==> config.mk <==
export PLATFORM = sky130hd
export DESIGN_NAME = wb_rr_arbiter
export DESIGN_NICKNAME = d
export VERILOG_FILES = /design/src/rtl/wb_rr_arbiter.sv
export SDC_FILE = /design/constraint.sdc
export NUM_CORES = 1
export LEC_CHECK = 0
export ABC_AREA = 1
export CAP_MARGIN = 25
export CELL_PAD_IN_SITES_DETAIL_PLACEMENT = 1
export CELL_PAD_IN_SITES_GLOBAL_PLACEMENT = 1
export CORE_ASPECT_RATIO = 1.4
export CORE_MARGIN = 4
export CORE_UTILIZATION = 10
export DETAILED_ROUTE_END_ITERATION = 10
export GPL_ROUTABILITY_DRIVEN = 0
export GPL_TIMING_DRIVEN = 0
export PLACE_DENSITY = 0.95
export SETUP_SLACK_MARGIN = 0.05
export SLEW_MARGIN = 20
export SYNTH_ARGS = -nofsm -noshare
export SYNTH_HDL_FRONTEND = slang
export SYNTH_SLANG_ARGS = --single-unit
export TNS_END_PERCENT = 5
==> constraint.sdc <==
create_clock -name i_clk -period 1.4 [get_ports i_clk]
set_clock_uncertainty 0.2 [all_clocks]
set_input_delay 0.14 -clock i_clk [delete_from_list [all_inputs] [get_ports i_clk]]
set_output_delay 0.14 -clock i_clk [all_outputs]
set_load 0.05 [all_outputs]
==> src/rtl/wb_rr_arbiter.sv <==
// wb_rr_arbiter: registered two-master Wishbone arbiter.
// Master 0 is the CPU and master 1 is the DMA engine. Both share one slave port.
// Ownership is round-robin. A master keeps ownership for its whole bus cycle.
// Optional watchdog: define WB_ARB_TIMEOUT_EN to add a stall counter and the
// ABORT/WREL states. A stalled transfer is then ended with err to the owner.
// Without that macro the owner keeps the bus indefinitely.
module wb_rr_arbiter #(
    parameter int DATA_WIDTH     = 32,
    parameter int ADDR_WIDTH     = 32,
    parameter int TIMEOUT_CYCLES = 255
) (
    input  logic                    i_clk,
    input  logic                    i_rst_n,

    input  logic                    m0_cyc,
    input  logic                    m0_stb,
    input  logic                    m0_we,
    input  logic [ADDR_WIDTH-1:0]   m0_adr,
    input  logic [DATA_WIDTH-1:0]   m0_dat_w,
    input  logic [DATA_WIDTH/8-1:0] m0_sel,
    output logic                    m0_ack,
    output logic                    m0_err,
    output logic [DATA_WIDTH-1:0]   m0_dat_r,

    input  logic                    m1_cyc,
    input  logic                    m1_stb,
    input  logic                    m1_we,
    input  logic [ADDR_WIDTH-1:0]   m1_adr,
    input  logic [DATA_WIDTH-1:0]   m1_dat_w,
    input  logic [DATA_WIDTH/8-1:0] m1_sel,
    output logic                    m1_ack,
    output logic                    m1_err,
    output logic [DATA_WIDTH-1:0]   m1_dat_r,

    output logic                    s_cyc,
    output logic                    s_stb,
    output logic                    s_we,
    output logic [ADDR_WIDTH-1:0]   s_adr,
    output logic [DATA_WIDTH-1:0]   s_dat_w,
    output logic [DATA_WIDTH/8-1:0] s_sel,
    input  logic                    s_ack,
    input  logic                    s_err,
    input  logic [DATA_WIDTH-1:0]   s_dat_r,

    output logic                    o_owner,
    output logic                    o_busy
);

    localparam int SEL_WIDTH = DATA_WIDTH / 8;

    localparam logic [2:0] ST_IDLE  = 3'd0;
    localparam logic [2:0] ST_OWN0  = 3'd1;
    localparam logic [2:0] ST_OWN1  = 3'd2;
`ifdef WB_ARB_TIMEOUT_EN
    localparam logic [2:0] ST_ABORT = 3'd3;
    localparam logic [2:0] ST_WREL  = 3'd4;
`endif

    // Both master ports are gathered into arrays, so the rest of the logic can
    // index them by owner.
    logic [1:0]            mst_cyc;
    logic [1:0]            mst_stb;
    logic [1:0]            mst_we;
    logic [ADDR_WIDTH-1:0] mst_adr   [2];
    logic [DATA_WIDTH-1:0] mst_dat_w [2];
    logic [SEL_WIDTH-1:0]  mst_sel   [2];
    logic [1:0]            mst_ack;
    logic [1:0]            mst_err;
    logic [DATA_WIDTH-1:0] mst_dat_r [2];

    assign mst_cyc      = {m1_cyc, m0_cyc};
    assign mst_stb      = {m1_stb, m0_stb};
    assign mst_we       = {m1_we,  m0_we};
    assign mst_adr[0]   = m0_adr;
    assign mst_adr[1]   = m1_adr;
    assign mst_dat_w[0] = m0_dat_w;
    assign mst_dat_w[1] = m1_dat_w;
    assign mst_sel[0]   = m0_sel;
    assign mst_sel[1]   = m1_sel;

    assign m0_ack   = mst_ack[0];
    assign m0_err   = mst_err[0];
    assign m0_dat_r = mst_dat_r[0];
    assign m1_ack   = mst_ack[1];
    assign m1_err   = mst_err[1];
    assign m1_dat_r = mst_dat_r[1];

    logic [2:0] state_reg;
    logic [2:0] state_next;
    logic       last_owner_reg;   // tie-break memory; reset to 1 so m0 wins first
    logic       owner_reg;        // last granted master, reported on o_owner
    logic       arb_valid;
    logic       arb_idx;
    logic       take_arb;
    logic       grant;
    logic       owner_cyc;
    logic       own_en;           // an OWNx state: the request/response path is live
    logic       abort_en;         // the one-cycle error pulse to the owner
    logic       tmo_hit;

    assign owner_cyc = mst_cyc[owner_reg];
    assign own_en    = (state_reg == ST_OWN0) || (state_reg == ST_OWN1);
    assign o_owner   = owner_reg;
    assign o_busy    = (state_reg != ST_IDLE);

    // Round-robin choice: a single requester wins; on a tie, the master that
    // was not granted last time wins.
    always_comb begin
        arb_valid = |mst_cyc;
        arb_idx   = 1'b0;
        if (mst_cyc == 2'b11) begin
            arb_idx = ~last_owner_reg;
        end else if (mst_cyc[1]) begin
            arb_idx = 1'b1;
        end
    end

    // Next-state logic. Arbitration takes place in IDLE and after the owner
    // releases cyc, so a waiting master is handed the bus without an idle cycle.
    always_comb begin
        state_next = state_reg;
        take_arb   = 1'b0;
        case (state_reg)
            ST_IDLE: begin
                take_arb = 1'b1;
            end
            ST_OWN0, ST_OWN1: begin
                if (!owner_cyc) begin
                    take_arb = 1'b1;
                end else if (tmo_hit) begin
`ifdef WB_ARB_TIMEOUT_EN
                    state_next = ST_ABORT;
`endif
                end
            end
`ifdef WB_ARB_TIMEOUT_EN
            ST_ABORT: begin
                state_next = ST_WREL;
            end
            ST_WREL: begin
                if (!owner_cyc) begin
                    take_arb = 1'b1;
                end
            end
`endif
            default: begin
                state_next = ST_IDLE;
            end
        endcase
        if (take_arb) begin
            if (arb_valid) begin
                state_next = arb_idx ? ST_OWN1 : ST_OWN0;
            end else begin
                state_next = ST_IDLE;
            end
        end
    end

    assign grant = take_arb & arb_valid;

    // Registered FSM state and ownership bookkeeping.
    always_ff @(posedge i_clk) begin
        if (!i_rst_n) begin
            state_reg      <= ST_IDLE;
            last_owner_reg <= 1'b1;
            owner_reg      <= 1'b0;
        end else begin
            state_reg <= state_next;
            if (grant) begin
                last_owner_reg <= arb_idx;
                owner_reg      <= arb_idx;
            end
        end
    end

`ifdef WB_ARB_TIMEOUT_EN
    localparam int CNT_WIDTH = $clog2(TIMEOUT_CYCLES + 1);

    logic [CNT_WIDTH-1:0] tmo_cnt_reg;
    logic                 stalled;

    // A stalled cycle is a strobe with no response. An ack in the same cycle
    // as the limit therefore prevents the abort.
    assign stalled  = own_en && owner_cyc && s_stb && !s_ack && !s_err;
    assign tmo_hit  = stalled && (tmo_cnt_reg == CNT_WIDTH'(TIMEOUT_CYCLES - 1));
    assign abort_en = (state_reg == ST_ABORT);

    // Counts consecutive stalled cycles. Any state change or any gap in the
    // stall clears it.
    always_ff @(posedge i_clk) begin
        if (!i_rst_n) begin
            tmo_cnt_reg <= '0;
        end else if ((state_next != state_reg) || !stalled) begin
            tmo_cnt_reg <= '0;
        end else begin
            tmo_cnt_reg <= tmo_cnt_reg + CNT_WIDTH'(1);
        end
    end
`else
    logic unused_cfg;

    assign tmo_hit    = 1'b0;
    assign abort_en   = 1'b0;
    assign unused_cfg = (TIMEOUT_CYCLES < 2);
`endif

    // Slave request path: the owner's request is passed through combinationally
    // in OWNx states. The slave port is quiet in every other state.
    always_comb begin
        s_cyc   = 1'b0;
        s_stb   = 1'b0;
        s_we    = 1'b0;
        s_adr   = '0;
        s_dat_w = '0;
        s_sel   = '0;
        if (own_en) begin
            s_cyc   = mst_cyc[owner_reg];
            s_stb   = mst_stb[owner_reg];
            s_we    = mst_we[owner_reg];
            s_adr   = mst_adr[owner_reg];
            s_dat_w = mst_dat_w[owner_reg];
            s_sel   = mst_sel[owner_reg];
        end
    end

    // Response path: only the owner sees slave responses. The non-owner sees
    // zeros. During the abort cycle the owner gets a single err pulse.
    generate
        for (genvar gi = 0; gi < 2; gi++) begin : g_resp
            logic is_owner;
            assign is_owner      = (owner_reg == 1'(gi));
            assign mst_ack[gi]   = own_en & is_owner & s_ack;
            assign mst_err[gi]   = is_owner & ((own_en & s_err) | abort_en);
            assign mst_dat_r[gi] = (own_en && is_owner) ? s_dat_r : '0;
        end
    endgenerate

endmodule

==> results of run 1 <==
-- routing by layer --
metal  GRT usage, %  vias up  part of all wire (%)
li1               -     1798                     -
met1           13.6     1741                    32
met2           28.6      199                    55
met3           3.65       32                   9.2
met4           4.22        0                   3.1
met5              0        -                     0
-- cell usage after synthesis --
cell	number
inv_2	2
buf_2	17
ha_1	2
nand2_2	2
nor2_1	70
inv_1	41
nand3_2	1
buf_6	1
dfxtp_1	4
a21boi_0	1
a21oi_1	74
nand2_1	145
nand3_1	6
clkbuf_1	10
-- cell type report --
type                            count  area, um^2  share of cell area (%)
Timing Repair Buffer              321        3300                    56.4
Sequential cell                     4        86.3                    1.48
Clock buffer                        4        78.8                    1.35
Tap cell                          199         249                    4.26
Buffer                             28         297                    5.07
Multi-Input combinational cell    301        1670                    28.5
Inverter                           43         171                    2.93
-- repair_timing --
item / in CTS / in global routing
pin swaps: 1 / 2
buffers inserted: 3 / 0
gates resized for setup: 991 / 110
hold buffers: 0 / 0
endpoints found under the setup margin: 145 / 145
-- through the flow --
step                      TNS, ps  util (%)  worst slack (ps)  hold WS, ps
final                      -59730      36.3              -521          271
after global routing       -68240      36.3              -563          289
after CTS                  -63640      34.2              -500          262
after detailed placement  -136610      32.3             -1100          253
after global placement    -134490      32.3             -1060          248
after floorplan            -74200         -              -615         24.1
-- worst max-delay path, delay by kind of cell, from the launching register on --
family | cells | cell delay, ps
adders and majority gates | 1 | 330
AOI/OAI and AO/OA | 1 | 160
DFF | 1 | 330
buffers and inverters | 4 | 540
-- path summary, 6_finish.rpt --
kind | from | endpoint | slack, ps
worst max-delay path | state_reg[0] | s_adr[14] | -520
worst min-delay path | last_owner_reg | last_owner_reg | 270
worst max register to register | state_reg[0] | o_owner | -190
worst min register to register | last_owner_reg | last_owner_reg | 270
-- logic make-up (layout without fill, tap and decap cells) --
family	count (synthesis)	in the layout	share of synthesized area (%)
simple gates	224	224	52.5
compound gates	75	75	23.1
buf+inv	71	396	18.0
flops	4	4	4.89
fa+ha+maj	2	2	1.53
-- placed cells by master (no fill, tap or decap), drive strengths merged --
| master | count |
|---|---|
| clkbuf | 11 |
| nor2 | 70 |
| ha | 2 |
| dfxtp | 4 |
| clkdlybuf4s50 | 177 |
| nand2 | 147 |
| buf | 165 |
| a21oi | 74 |
| a21boi | 1 |
| nand3 | 7 |
| inv | 43 |
-- power groups by stage --
stage	Clock, W	Combinational, W	Sequential (W)
6_report	0.000464	0.00506	0.000146
5_1_grt	0.000476	0.00530	0.000147
4_1_cts	0.000466	0.00482	0.000146
3_5_place_dp	0	0.00447	0.000148
3_3_place_gp	0	0.00440	0.000147
2_1_floorplan	0	0.00268	0.000157
==> out/qor.yml, run 1 <==
rows: 55
yosys.area.top_type_share_pct: 33.2
insertion_delay_ps: 230
p_sw_share_pct: 57.6
clockPowerShare_pct: 8.2
die_area_um2: 18500
dr.first_iter.drc_count: 65
powerDensity_nw_per_um2: 970
final_area_um2: 5850
grt_overflow: 0
clock_sinks: 4
area_delta_synth_final_pct: 257
placed_cell_area_um2: 5200
grt_pass1_wl_um: 21000
ys_seq_area_share_pct: 4.89
hold_viol: 0
crit_fanout: 10
routed_wl_um: 14600
internal_power_w: 0.00240
setup_viol: 143
seq_power_share_pct: 2.6
r2r_cells: 7
yosysTopAreaCell: "nand2_1"
ys.warnings.count: 0
critPathRequiredTime_ps: 1060
grt_max_degree: 11
clockBufferDepth: 2
nets: 882
timing.final.crit_share_pct: 137
ir_drop_mv: 0.453
syn-mean-instance-area_um2: 4.36
switching_power_w: 0.00327
die_h_um: 159
numCtsBuffers: 3
drtAntennaViolNets: 0
max_stage_delay_ps: 330
drcViolationCount: 0
violations: "setup timing"
synthCells: 376
slew_viol_final: 0
arrival_ps: 1580
crit_path_end_kind: "output pin"
drive_above_1_share_pct: 39.1
initial_utilization_pct: 10.2
cp-start-kind: "flop"
coreArea_um2: 16100
slew_headroom_pct: 80.0
dieWidth_um: 116
power_w: 0.00567
min_path_type: "flop to flop"
viasPerCell: 4.19
port_buffers: 318
path_cells: "inv_2 > ha_4 > inv_8 > buf_8 > a21oi_1 > buf_4"
fmax_ghz: 0.521
syn_area_um2: 1640
crit_type: "flop to output pin"
cts_max_level: 1
largest_reg_flops: 2
synth_cell_types: 14
status: "finished, violations left"
combPwrFrac_pct: 89.2
slowest_stage: "dfxtp_2"
dr_total_vias: 3770
grt_usage_pct: 14.2
path_clk_slew_ps: 30
diodes: 0
dpl.hpwl_um: 12100
holdPathStages: 2
synth_seq_cells: 4
cts_tree: "built"
pin_count: 319
maxCapViolations: 0
fin_cells: 900
first_pass_iters: 4
fin_ws_ps: -521
grt_pass1_vias: 4098
placedCellCount: 893
antenna_found_initial: 0
min_period_ps: 1920
fillers: 1967
syn_nets: 556
rsz0062_at_grt: "true"
power.leakage_nw: 2.64
wl_per_cell_um: 16.2
root_buffer: "clkbuf_16"
yosys-top-cells-area: "nand2_1 33%, a21oi_1 23%, nor2_1 16%"
max_slew.worst_pin.slew_ps: 301
(Power assumes the default switching activity.)
==> inputs of run 2 (changes only) <==
--- a/config.mk
+++ b/config.mk
@@ -12,6 +12,7 @@
 export CORE_ASPECT_RATIO = 1.4
 export CORE_MARGIN = 4
 export CORE_UTILIZATION = 10
+export CTS_CLUSTER_SIZE = 28
 export DETAILED_ROUTE_END_ITERATION = 10
 export GPL_ROUTABILITY_DRIVEN = 0
 export GPL_TIMING_DRIVEN = 0
==> results of run 2 <==
Same layout as run 1: the final DEF is identical, and so are final timing and power.
==> inputs of run 3 (changes only) <==
--- a/config.mk
+++ b/config.mk
@@ -10,7 +10,7 @@
 export CELL_PAD_IN_SITES_DETAIL_PLACEMENT = 1
 export CELL_PAD_IN_SITES_GLOBAL_PLACEMENT = 1
 export CORE_ASPECT_RATIO = 1.4
-export CORE_MARGIN = 4
+export CORE_MARGIN = 2
 export CORE_UTILIZATION = 10
 export CTS_CLUSTER_SIZE = 28
 export DETAILED_ROUTE_END_ITERATION = 10
==> run 3 against run 2 <==
The run still ends with setup timing left. Global-route usage down 0.051 points. Sequential cell count stayed put. Via count decreased by 1.4%. Clock power about the same. Critical endpoint is now s_adr[4]. Total power is 1.8% lower. Non-clock buffer count decreased by 1. Largest power group unchanged. Design area shrank 1.1%. First-iteration DRC count increased by 35%. Routed wire length is 6.5% lower.
==> out/qor.yml, run 3 (same netlist as run 1, synthesis figures left out) <==
status: "finished, violations left"
violations: "setup timing"
path_delay_family: "buffers and inverters"
crit_path_end_kind: "output pin"
fillers: 1966
slew_viol_final: 0
viasPerCell: 4.14
root_buffer: "clkbuf_16"
powerDensity_nw_per_um2: 963
grt_pass1_vias: 3860
initial_utilization_pct: 10.2
switching_power_w: 0.00322
hold_viol: 0
maxCapViolations: 0
cp-start-kind: "flop"
area_delta_synth_final_pct: 253
cts_tree: "built"
coreArea_um2: 16100
min_path_type: "input pin to flop"
clockPowerShare_pct: 8.3
fin_ws_ps: -563
drive_above_1_share_pct: 39.7
max_stage_delay_ps: 340
nets: 881
grt_usage_pct: 14.2
arrival_ps: 1620
grt_pass1_wl_um: 19900
min_from: "i_rst_n"
cts_max_level: 1
multi_input_area_um2: 1650
dr.first_iter.drc_count: 88
die_h_um: 155
die_area_um2: 17400
pin_count: 319
grt_max_degree: 11
power.leakage_nw: 2.62
min_period_ps: 1960
antenna_found_initial: 1
fin_cells: 899
final_cell_mix: "177 x clkdlybuf4s50_1, 143 x nand2_1, 116 x buf_6, 43 x nor2_2, 38 x inv_1"
combPwrFrac_pct: 89.0
seq_power_share_pct: 2.7
r2r_cells: 7
crit_fanout: 10
holdPathStages: 2
timing.rr.end: "o_owner"
setup_viol: 143
rows: 55
port_buffers: 318
max_slew.worst_pin.slew_ps: 338
power_w: 0.00557
grt_overflow: 0
insertion_delay_ps: 230
hold_buffers: 0
drtAntennaViolNets: 0
rsz0062_at_grt: "true"
critPathRequiredTime_ps: 1060
placedCellCount: 893
timing.final.crit_share_pct: 140
first_pass_iters: 4
regArea_um2: 88.8
clock_sinks: 4
internal_power_w: 0.00236
dr_total_vias: 3718
whs_endpoint: "last_owner_reg"
r2r_slack_ps: -150
path_clk_slew_ps: 30
routed_wl_um: 13600
drcViolationCount: 0
totalNegativeSetupSlack_ps: -61050
clockBufferDepth: 2
dieWidth_um: 112
crit_buf_inv: 4
ir_drop_mv: 0.518
crit_type: "flop to output pin"
dpl.hpwl_um: 11200
fmax_ghz: 0.509
slew_headroom_pct: 77.3
numCtsBuffers: 3
r2r-start: "state_reg[1]"
largest_reg_flops: 2
wl_per_cell_um: 15.2
p_sw_share_pct: 57.7
diodes: 0
slowest_stage: "dfxtp_2"
path_cells: "inv_2 > ha_4 > inv_8 > buf_8 > a21oi_1 > buf_4"
final_common_cell: "clkdlybuf4s50_1"
==> run 3: cell type report <==
class	count	area share (%)
Timing Repair Buffer	320	56.4
Multi-Input combinational cell	301	28.6
Buffer	28	4.78
Tap cell	199	4.30
Inverter	43	3.01
Sequential cell	4	1.54
Clock buffer	4	1.36
==> run 3: worst max path at each step <==
stage / start / endpoint / slack (ps) / cells past startpoint
global route: state_reg[1] / s_adr[4] / -640 / 6
floorplan: state_reg[0] / s_dat_w[22] / -610 / 5
CTS: state_reg[0] / s_adr[10] / -520 / 6
global placement: state_reg[1] / s_adr[7] / -1040 / 6
finish: state_reg[1] / s_adr[4] / -560 / 6
detailed placement: state_reg[1] / m1_dat_r[3] / -1060 / 6
==> run 3: repair_timing <==
action,in CTS,in global routing
pin swaps,1,1
buffers inserted,1,0
endpoints found under the setup margin,145,145
resized for setup,973,118
gates cloned,1,0
==> run 3: metal layers <==
layer | vias to the layer above | track usage, % | wire [um]
li1 | 1793 | - | -
met1 | 1711 | 14.4 | 4630
met2 | 185 | 28.5 | 7720
met3 | 27 | 3.54 | 936
met4 | 2 | 3.37 | 325
met5 | - | 0 | 13
==> run 3: power groups by stage <==
stage / registers [W] / clock network [W] / logic, W
after floorplan: 0.000157 / 0 / 0.00268
after global placement: 0.000147 / 0 / 0.00438
after detailed placement: 0.000149 / 0 / 0.00443
after CTS: 0.000149 / 0.000473 / 0.00467
after global routing: 0.000152 / 0.000490 / 0.00521
final: 0.000148 / 0.000463 / 0.00496
==> run 3: stage by stage <==
step	area, um^2	setup WS, ps	utilization (%)	hold WS, ps
2_1_floorplan	1770	-615	-	24.1
3_3_place_gp	5200	-1040	32.3	251
3_5_place_dp	5200	-1060	32.3	273
4_1_cts	5410	-520	33.6	246
5_1_grt	5790	-644	35.9	273
6_report	5790	-563	35.9	244
